<file path="src/rtl/pc_pkg.sv">
// Shared constants for the program-counter controller: state encoding,
// default step/reset vector, and the redirect alignment check.
package pc_pkg;

  localparam logic [1:0] ST_BOOT = 2'd0;
  localparam logic [1:0] ST_RUN  = 2'd1;
  localparam logic [1:0] ST_HALT = 2'd2;

  localparam int unsigned PC_STEP_DEF      = 4;
  localparam logic [31:0] PC_RESET_VEC_DEF = 32'h0000_0000;

  function automatic logic addr_aligned(input logic [1:0] low_bits);
    return (low_bits == 2'b00);
  endfunction

endpackage

</file>
<file path="src/rtl/pc_redir_buf.sv">
// One-entry pending-redirect holding register; clear wins over capture,
// and a newer capture overwrites an older one.
module pc_redir_buf
  import pc_pkg::*;
#(
  parameter int XLEN = 32
) (
  input  logic            clk,
  input  logic            res,
  input  logic            capture,
  input  logic            clear,
  input  logic [XLEN-1:0] target_in,
  output logic            valid,
  output logic [XLEN-1:0] target
);

  logic            valid_q, valid_d;
  logic [XLEN-1:0] target_q, target_d;

  always_comb begin
    valid_d  = valid_q;
    target_d = target_q;
    if (clear) begin
      valid_d = 1'b0;
    end else if (capture) begin
      valid_d  = 1'b1;
      target_d = target_in;
    end
  end

  always_ff @(posedge clk) begin
    if (!res) begin
      valid_q  <= 1'b0;
      target_q <= '0;
    end else begin
      valid_q  <= valid_d;
      target_q <= target_d;
    end
  end

  assign valid  = valid_q;
  assign target = target_q;

endmodule

</file>
<file path="src/rtl/pc_ctrl.sv">
// Program-counter controller: boot/run/halt sequencing, next-pc selection
// with trap > redirect > pending redirect > sequential step.
//   state | meaning
//   BOOT  | one cycle after reset, pc held, not yet a valid fetch address
//   RUN   | fetching; pc advances when En is high or on a trap
//   HALT  | pc frozen; redirects are buffered until resume or trap
module pc_ctrl
  import pc_pkg::*;
#(
  parameter int               XLEN      = 32,
  parameter logic [XLEN-1:0]  RESET_VEC = XLEN'(PC_RESET_VEC_DEF),
  parameter int unsigned      STEP      = PC_STEP_DEF
) (
  input  logic            clk,
  input  logic            res,
  input  logic            En,
  input  logic            redir_valid,
  input  logic [XLEN-1:0] redir_target,
  input  logic            trap_valid,
  input  logic [XLEN-1:0] trap_vec,
  input  logic            halt_req,
  input  logic            resume,
  output logic [XLEN-1:0] pc,
  output logic [XLEN-1:0] pc_old,
  output logic            pc_valid,
  output logic            halted,
  output logic            misalign,
  output logic [XLEN-1:0] bad_addr
);

  logic [1:0]      state_q, state_d;
  logic [XLEN-1:0] pc_q, pc_d, pc_old_q, pc_old_d, bad_addr_q, bad_addr_d;
  logic            pc_valid_q, pc_valid_d, halted_q, halted_d;
  logic            misalign_q, misalign_d;

  logic            pend_valid, pend_capture, pend_clear;
  logic [XLEN-1:0] pend_target;
  logic            advance, redir_apply;
  logic [XLEN-1:0] redir_addr;

  pc_redir_buf #(.XLEN(XLEN)) u_redir_buf (
    .clk       (clk),
    .res       (res),
    .capture   (pend_capture),
    .clear     (pend_clear),
    .target_in (redir_target),
    .valid     (pend_valid),
    .target    (pend_target)
  );

  always_comb begin
    state_d      = state_q;
    pc_d         = pc_q;
    pc_old_d     = pc_old_q;
    bad_addr_d   = bad_addr_q;
    misalign_d   = 1'b0;
    pend_capture = 1'b0;
    pend_clear   = 1'b0;
    advance      = 1'b0;
    redir_apply  = 1'b0;
    redir_addr   = redir_target;

    case (state_q)
      ST_BOOT: begin
        advance = trap_valid;
        state_d = ST_RUN;
      end
      ST_RUN: begin
        advance      = En | trap_valid;
        pend_capture = redir_valid & ~advance;
        if (halt_req) state_d = ST_HALT;
      end
      ST_HALT: begin
        advance      = trap_valid;
        pend_capture = redir_valid & ~trap_valid;
        if (trap_valid || resume) state_d = ST_RUN;
      end
      default: state_d = ST_BOOT;
    endcase

    // Every advance consumes whatever is pending, whichever source wins.
    if (advance) begin
      pc_old_d   = pc_q;
      pend_clear = 1'b1;
      if (trap_valid) begin
        pc_d = trap_vec;
      end else if (redir_valid) begin
        redir_apply = 1'b1;
        redir_addr  = redir_target;
      end else if (pend_valid) begin
        redir_apply = 1'b1;
        redir_addr  = pend_target;
      end else begin
        pc_d = pc_q + XLEN'(STEP);
      end
      if (redir_apply) begin
        if (addr_aligned(redir_addr[1:0])) begin
          pc_d = redir_addr;
        end else begin
          pc_d       = trap_vec;
          misalign_d = 1'b1;
          bad_addr_d = redir_addr;
        end
      end
    end

    pc_valid_d = (state_d == ST_RUN);
    halted_d   = (state_d == ST_HALT);
  end

  always_ff @(posedge clk) begin
    if (!res) begin
      state_q    <= ST_BOOT;
      pc_q       <= RESET_VEC;
      pc_old_q   <= RESET_VEC;
      bad_addr_q <= '0;
      pc_valid_q <= 1'b0;
      halted_q   <= 1'b0;
      misalign_q <= 1'b0;
    end else begin
      state_q    <= state_d;
      pc_q       <= pc_d;
      pc_old_q   <= pc_old_d;
      bad_addr_q <= bad_addr_d;
      pc_valid_q <= pc_valid_d;
      halted_q   <= halted_d;
      misalign_q <= misalign_d;
    end
  end

  assign pc       = pc_q;
  assign pc_old   = pc_old_q;
  assign pc_valid = pc_valid_q;
  assign halted   = halted_q;
  assign misalign = misalign_q;
  assign bad_addr = bad_addr_q;

endmodule

</file>
<file path="config.mk">
export PLATFORM = sky130hd
export DESIGN_NAME = pc_ctrl
export DESIGN_NICKNAME = d
export VERILOG_FILES = /design/src/rtl/pc_pkg.sv /design/src/rtl/pc_redir_buf.sv /design/src/rtl/pc_ctrl.sv
export SDC_FILE = /design/constraint.sdc
export NUM_CORES = 1
export LEC_CHECK = 0
export CORE_MARGIN = 5
export CORE_UTILIZATION = 45
export CTS_BUF_LIST = sky130_fd_sc_hd__clkbuf_8
export DETAILED_ROUTE_END_ITERATION = 7
export PLACE_DENSITY = 0.71
export SLEW_MARGIN = 5
export SYNTH_ARGS = -nofsm -noshare
export SYNTH_HDL_FRONTEND = slang
export SYNTH_HIERARCHICAL = 1
export SYNTH_SLANG_ARGS = --single-unit
</file>
<file path="constraint.sdc">
create_clock -name clk -period 3.1 [get_ports clk]
set_input_delay 0.31 -clock clk [delete_from_list [all_inputs] [get_ports clk]]
set_output_delay 0.31 -clock clk [all_outputs]
set_load 0.005 [all_outputs]
</file>
==> results of run 1 <==
## final timing paths
path                          startpoint                     end  slack (ns)
setup / recovery      pc[2]$_SDFFE_PN0P_     pc[26]$_SDFFE_PN0P_        0.74
hold / removal    pc_old[1]$_SDFFE_PN0P_  pc_old[1]$_SDFFE_PN0P_        0.45
setup reg to reg      pc[2]$_SDFFE_PN0P_     pc[26]$_SDFFE_PN0P_        0.74
hold reg to reg   pc_old[1]$_SDFFE_PN0P_  pc_old[1]$_SDFFE_PN0P_        0.45
## through the flow
step / cells / cell area (um2) / hold slack, ns / total power [mW]
after detailed placement: 1190 / 8620 / 0.447 / 2.89
after floorplan: 879 / 6770 / 0.434 / 2.41
after CTS: 1221 / 9070 / 0.427 / 4.53
final: 1221 / 9070 / 0.453 / 4.51
after global placement: 1190 / 8620 / 0.442 / 2.88
after global routing: 1221 / 9070 / 0.459 / 4.72
## worst register-to-register path: cells and delay by family (launching register included)
kind,cells,cell delay (ns)
adders and majority gates,1,0.25
DFF,1,0.47
AOI/OAI and AO/OA,1,0.28
buffers and inverters,1,0.21
and+or+nand+nor,5,1.04
## flip-flops by register name, indices dropped and copies added, names as in the netlist
signal              flops
bad_addr               32
pc                     32
pc_old                 32
u_redir_buf/target     32
state_q                 2
halted                  1
misalign                1
pc_valid                1
u_redir_buf/valid       1
## per-layer routing
metal	GRT usage (%)	share of wire [%]
met5	0	0.092
met4	9.30	2.3
met3	6.38	6.9
met2	39.0	47
met1	31.0	43
## cell usage in the layout, fill, tap and decap left out, drive strengths merged, types with 6 or more instances in the layout
cell and instances:
a211oi 14, a21oi 86, a221oi 6, a311oi 22
a31oi 11, and3 8, buf 31, clkbuf 22
clkdlybuf4s50 168, dfxtp 134, inv 14, mux2i 43
nand2 194, nand3 41, nand4 8, nor2 75
nor3 37, nor4 6, o21ai 35, o22ai 6
## cell type report
class | instances | area, um2
fill | 1334 | 5570
multi-input combinational | 661 | 3700
sequential | 134 | 2680
timing repair buffer | 199 | 1960
clock buffer | 22 | 303
tap | 184 | 230
clock inverter | 9 | 149
inverter | 12 | 45.0
## kinds of logic (layout without fill, tap and decap cells)
| kind of cell | Yosys count | after routing |
|---|---|---|
| multiplexers | 43 | 43 |
| flip-flops | 134 | 134 |
| AO/OA/AOI/OAI | 215 | 215 |
| adder cells (fa/ha/maj) | 5 | 5 |
| buffers and inverters | 84 | 242 |
| XOR/XNOR | 8 | 8 |
| AND/OR/NAND/NOR | 390 | 390 |
## power breakdown
| group | total, mW | leakage, nW | internal, mW | switching, mW |
|---|---|---|---|---|
| sequential | 1.97 | 1.09 | 1.84 | 0.131 |
| combinational | 0.892 | 1.85 | 0.448 | 0.444 |
| clock | 1.65 | 0.234 | 0.975 | 0.675 |
| total | 4.51 | 3.18 | 3.26 | 1.25 |
==> results.md, run 1 <==
- Die height: about 130 um
- Clock Skew: ~0.0097 ns
- Hold Path Class: reg -> reg
- IO Port Bufs: 169
- # setup viols final: 0
- Worst-margin pin slew: ~0.85 ns
- Critical Path Fanout Max: 10
- Post-cts hold buffer count: 0
- Final min period: about 2.4 ns
- F_max: about 420 MHz
- Adder and majority gate portion of the synthesized area: less than 1%
- Most used cell along the critical path: and3_1
- #FFs+latches synth: between 100 and 150
- Peak supply drop: approximately 0.34 mV
- Fin. Hold Viols: 0
- P_leak: 3.18 nW
- Slew Limit Fails: 0
- WP data arrival: about 2.7 ns
- Synth Net Count: between 900 and 1000
- Routed wire length: between 20000 and 25000 um
- Yosys cell types: 60
- Vias per cell: ~5.7
- Core area: between 0.01 and 0.015 mm2
- First-pass GRT wire length: 34700 um
- Residual DRC: 0
- Starting density of the core: a little under half
- Antenna viol nets, final: 0
- Worst relative slew slack: a little over two fifths
- Tcrit/Tclk final: between 70% and 80%
- Max-capacitance violation count: 0
- CTS tree: yes
- Area growth syn-to-layout: 34.0%
- CTS Buf Count: 17
- Worst EP required: about 3.4 ns
- Crit-path max cell delay: between 0.4 and 0.5 ns
- Clock tree buffer depth: 2
- Num Clock Sinks: between 100 and 150
- RSZ-0062 raised after global routing: no
- HPWL after DPL: between 15000 and 20000 um
- DR pass1 iterations: 5
- Compound-Gate Fraction of Synth Area: between 20 and 25%
- Area leader, netlist: dfxtp_1
- Num ports: 170
- Synth cell count leaders: nand2_1, dfxtp_1, a21oi_1
- Power per Cell Area: 497 mW/mm2
- Setup TNS Final: 0 ns
- DIE WIDTH: between 100 and 150 um
- CP cell instances: ha_1 > nand3_2 > nor4_4 > buf_4 > and3_1 > nand3_1 > and3_1 > o31a_1
- CP max-delay cell: dfxtp_1
- Post-synth EDFFs: 0
- Buffers & Inverters on Critical Path: 1
- Vias in the first global route: approximately 6500
- Seq/Total Area, Yosys: about two fifths
- Ranking of synthesized cells by area: dfxtp_1, nand2_1, a21oi_1, mux2i_1, nor2_1
- Starting DRT DRC Count: around 680
- Main combinational cell family by area after synthesis: simple AND/OR/NAND/NOR gates
- Post-synthesis mux area share: 6.41%
- Net count, final: between 1000 and 1500
- Crit path launch type: register
- Worst setup margin: between 0.7 and 0.8 ns
- Clk slew on worst S/H paths: 0.08 ns
- Setup Buffers After CTS: 0
- Post-synth top area share: 39.6%
- Initial antenna violation count: 1
- Layout cells sized above 1: under 10%
- Place WS: 0.512 ns
- N_diodes: 0
- Global Route Usage Sum: about a quarter
- Critical path class: reg -> reg
- Largest net degree at the start of global routing: 84
- Number of cells on the critical path: 8
- Setup crit end kind: register
- Avg Synthesized Cell Area: 7.70 um2
- Root Buffer: clkbuf_8
- CP top delay family: simple AND/OR/NAND/NOR gates
- Yosys warning total: 6
- Post-Syn Area: 0.00677 mm2
- Final core occ: between 60 and 70%
- DR WL/cell: approximately 18 um
- Post-Synthesis Cells: between 800 and 900
- Die ar.: between 0.015 and 0.02 mm2
- Status: complete, no violations
- Vias: 6952
- Clk Latency, worst-skew pair: 0.45 ns
- FF-to-FF path depth: 8
- Simple-gate portion of the synthesized area: a little over a quarter
- Asr flop ratio synth: 0%
- Min-Delay Path Depth: 2
- XOR/XNOR share of the synthesized area: 1.04%
- GP Congestion: just over 0.9
- Grt total ovfl: 0
- Site Rows: 44
- Post-synth top flop: dfxtp_1
- CTS resizes: 0
- Htree depth: 4
- Count leader, synth: nand2_1
No activity file was read; power rests on OpenSTA's default activity.
==> run 2, diff against run 1 <==
==> constraint.sdc (replaced) <==
create_clock -name clk -period 2.4 [get_ports clk]
set_input_delay 0.24 -clock clk [delete_from_list [all_inputs] [get_ports clk]]
set_output_delay 0.24 -clock clk [all_outputs]
set_load 0.005 [all_outputs]
==> results.md, run 2 (synthesis gave the netlist of run 1 again) <==
- # setup viols final: 0
- Hold worst-path end: pc[28]$_SDFFE_PN0P_
- Starting density of the core: between 40% and 50%
- CTS tree: yes
- N_diodes: 0
- CTS Buf Count: 17
- HPWL after DPL: between 15000 and 20000 um
- Area of the multi-input gates: 0.00370 mm2
- Max-capacitance violation count: 0
- Buffers & Inverters on Critical Path: 0
- Vias in the first global route: roughly 6600
- WP data arrival: roughly 2.5 ns
- IO Port Bufs: about 170
- Routed wire length: ~22000 um
- Worst EP required: ~2.7 ns
- Crit-path max cell delay: approximately 0.44 ns
- F_max: ~460 MHz
- Most common cell after layout, fill and taps aside: nand2_1
- Top sig layer: met4
- Area growth syn-to-layout: 36.8%
- GP Congestion: between 0.8 and 0.9
- Critical Path Fanout Max: 6
- Clock Skew: around 0.009 ns
- Hold Path Class: in -> reg
- Worst-margin pin slew: 0.534 ns
- Slew Limit Fails: 0
- CP top delay family: simple AND/OR/NAND/NOR gates
- FF-to-FF path depth: 7
- Root Buffer: clkbuf_8
- Initial antenna violation count: 0
- Post-cts hold buffer count: 0
- RSZ-0062 raised after global routing: no
- Vias: 7087
- Global Route Usage Sum: about a quarter
- Setup TNS Final: 0 ns
- Core area: 0.0146 mm2
- Die height: roughly 130 um
- Wire length on met1: between 9000 and 10000 um
- Reg-to-Reg End: pc[26]$_SDFFE_PN0P_
- P_leak: approximately 3.3 nW
- Clock tree buffer depth: 2
- Peak supply drop: between 0.3 and 0.4 mV
- Clk slew on worst S/H paths: roughly 0.070 ns
- Htree depth: 4
- Routed wl met2: 10200 um
- Power per Cell Area: between 500 and 600 mW/mm2
- Hold_sp: res
- DR WL/cell: around 18 um
- Net count, final: between 1000 and 1500
- First-pass GRT wire length: around 35000 um
- Placed cell count: between 1000 and 1500
- Reg-to-reg slack, setup: around 0.23 ns
- Crit path launch type: register
- Final min period: approximately 2.2 ns
- Die ar.: between 0.015 and 0.02 mm2
- Num Clock Sinks: between 100 and 150
- Status: complete, no violations
- CP cell instances: ha_1 > nand3_2 > nor4_4 > and3_1 > nand3_1 > and3_1 > o31a_1
- Most used cell along the critical path: and3_1
- Worst relative slew slack: between 60% and 70%
- Antenna viol nets, final: 0
- Area taken by flip-flops and latches: between 0.002 and 0.003 mm2
- CTS resizes: 0
- Fin. Hold Viols: 0
- Critical R2R Launch: pc[3]$_SDFFE_PN0P_
- CP max-delay cell: dfxtp_1
- Site Rows: 44
- DIE WIDTH: roughly 130 um
- Setup Buffers After CTS: 0
- Fin cells: between 1000 and 1500
- Grt total ovfl: 0
- Critical Path Start: pc[3]$_SDFFE_PN0P_
- Clk Latency, worst-skew pair: approximately 0.45 ns
- Num ports: 170
- Residual DRC: 0
- Final core occ: 63.2%
- Critical path class: reg -> reg
- Min-Delay Path Depth: 3
- Commonest non-fill, non-tap cells in the layout: nand2_1, clkdlybuf4s50_1, dfxtp_1, a21oi_1, nor2_1
- Largest net degree at the start of global routing: 84
- Vias per cell: roughly 5.7
- DR pass1 iterations: 7
- Metal3 WL: 1590 um
- Setup crit end kind: register
- Tcrit/Tclk final: between 90 and 100%
- Fillers: around 1300
- Starting DRT DRC Count: 692
- Layout cells sized above 1: a little under a tenth
[run 2: changes by cell type in the layout (fill, tap and decap cells not counted)]
| cell | change |
|---|---|
| clkinv_2 | +1 |
| buf_4 | +24 |
| bufinv_16 | -2 |
| clkbuf_8 | -3 |
| buf_12 | +5 |
| inv_1 | +6 |
| clkinvlp_4 | -1 |
| clkinv_4 | -1 |
[run 2: report_power, final]
part / internal (mW) / total [mW] / switching, mW
combinational: 0.621 / 1.22 / 0.599
clock: 0.938 / 1.78 / 0.841
sequential: 2.37 / 2.52 / 0.144
total: 3.93 / 5.52 / 1.58
[run 2: layer usage]
metal  global-route usage, %  up-vias
met5                       0        -
met4                    10.0        0
met3                    6.23       44
met2                    39.7      296
met1                    31.5     3286
li1                        -     3461
[run 2: layout make-up]
cell class,instances,share of cell area (%)
Clock inverter,12,1.08
Clock buffer,19,2.82
Timing Repair Buffer,228,24.2
Inverter,12,0.486
Tap cell,184,2.49
Sequential cell,134,29.0
Multi-Input combinational cell,661,39.9
[run 2: worst max path at each step]
stage                           to  slack, ns  cells after the start
3_3_place_gp   pc[24]$_SDFFE_PN0P_      -0.01                      7
3_5_place_dp   pc[24]$_SDFFE_PN0P_    -0.0008                      7
5_1_grt        pc[26]$_SDFFE_PN0P_       0.05                      7
2_1_floorplan  pc[26]$_SDFFE_PN0P_       0.24                      7
6_report       pc[26]$_SDFFE_PN0P_       0.23                      7
4_1_cts        pc[26]$_SDFFE_PN0P_       0.26                      7
[run 2: worst reg2reg max path, stage by stage, from the launching register on]
cell and delay, ns:
dfxtp_1 0.44, ha_1 0.25, nand3_2 0.14, nor4_4 0.36
and3_1 0.28, nand3_1 0.11, and3_1 0.20, o31a_1 0.28
[run 2: metrics by stage]
step                      instance area, um2  hold WS, ns  total power [mW]  worst slack, ns
after floorplan                         6770        0.382              3.12            0.237
after global placement                  8900        0.441              3.77          -0.0114
after detailed placement                8900        0.447              3.78        -0.000782
after CTS                               9260        0.310              5.55            0.262
after global routing                    9260        0.353              5.79           0.0482
final                                   9260        0.355              5.52            0.234
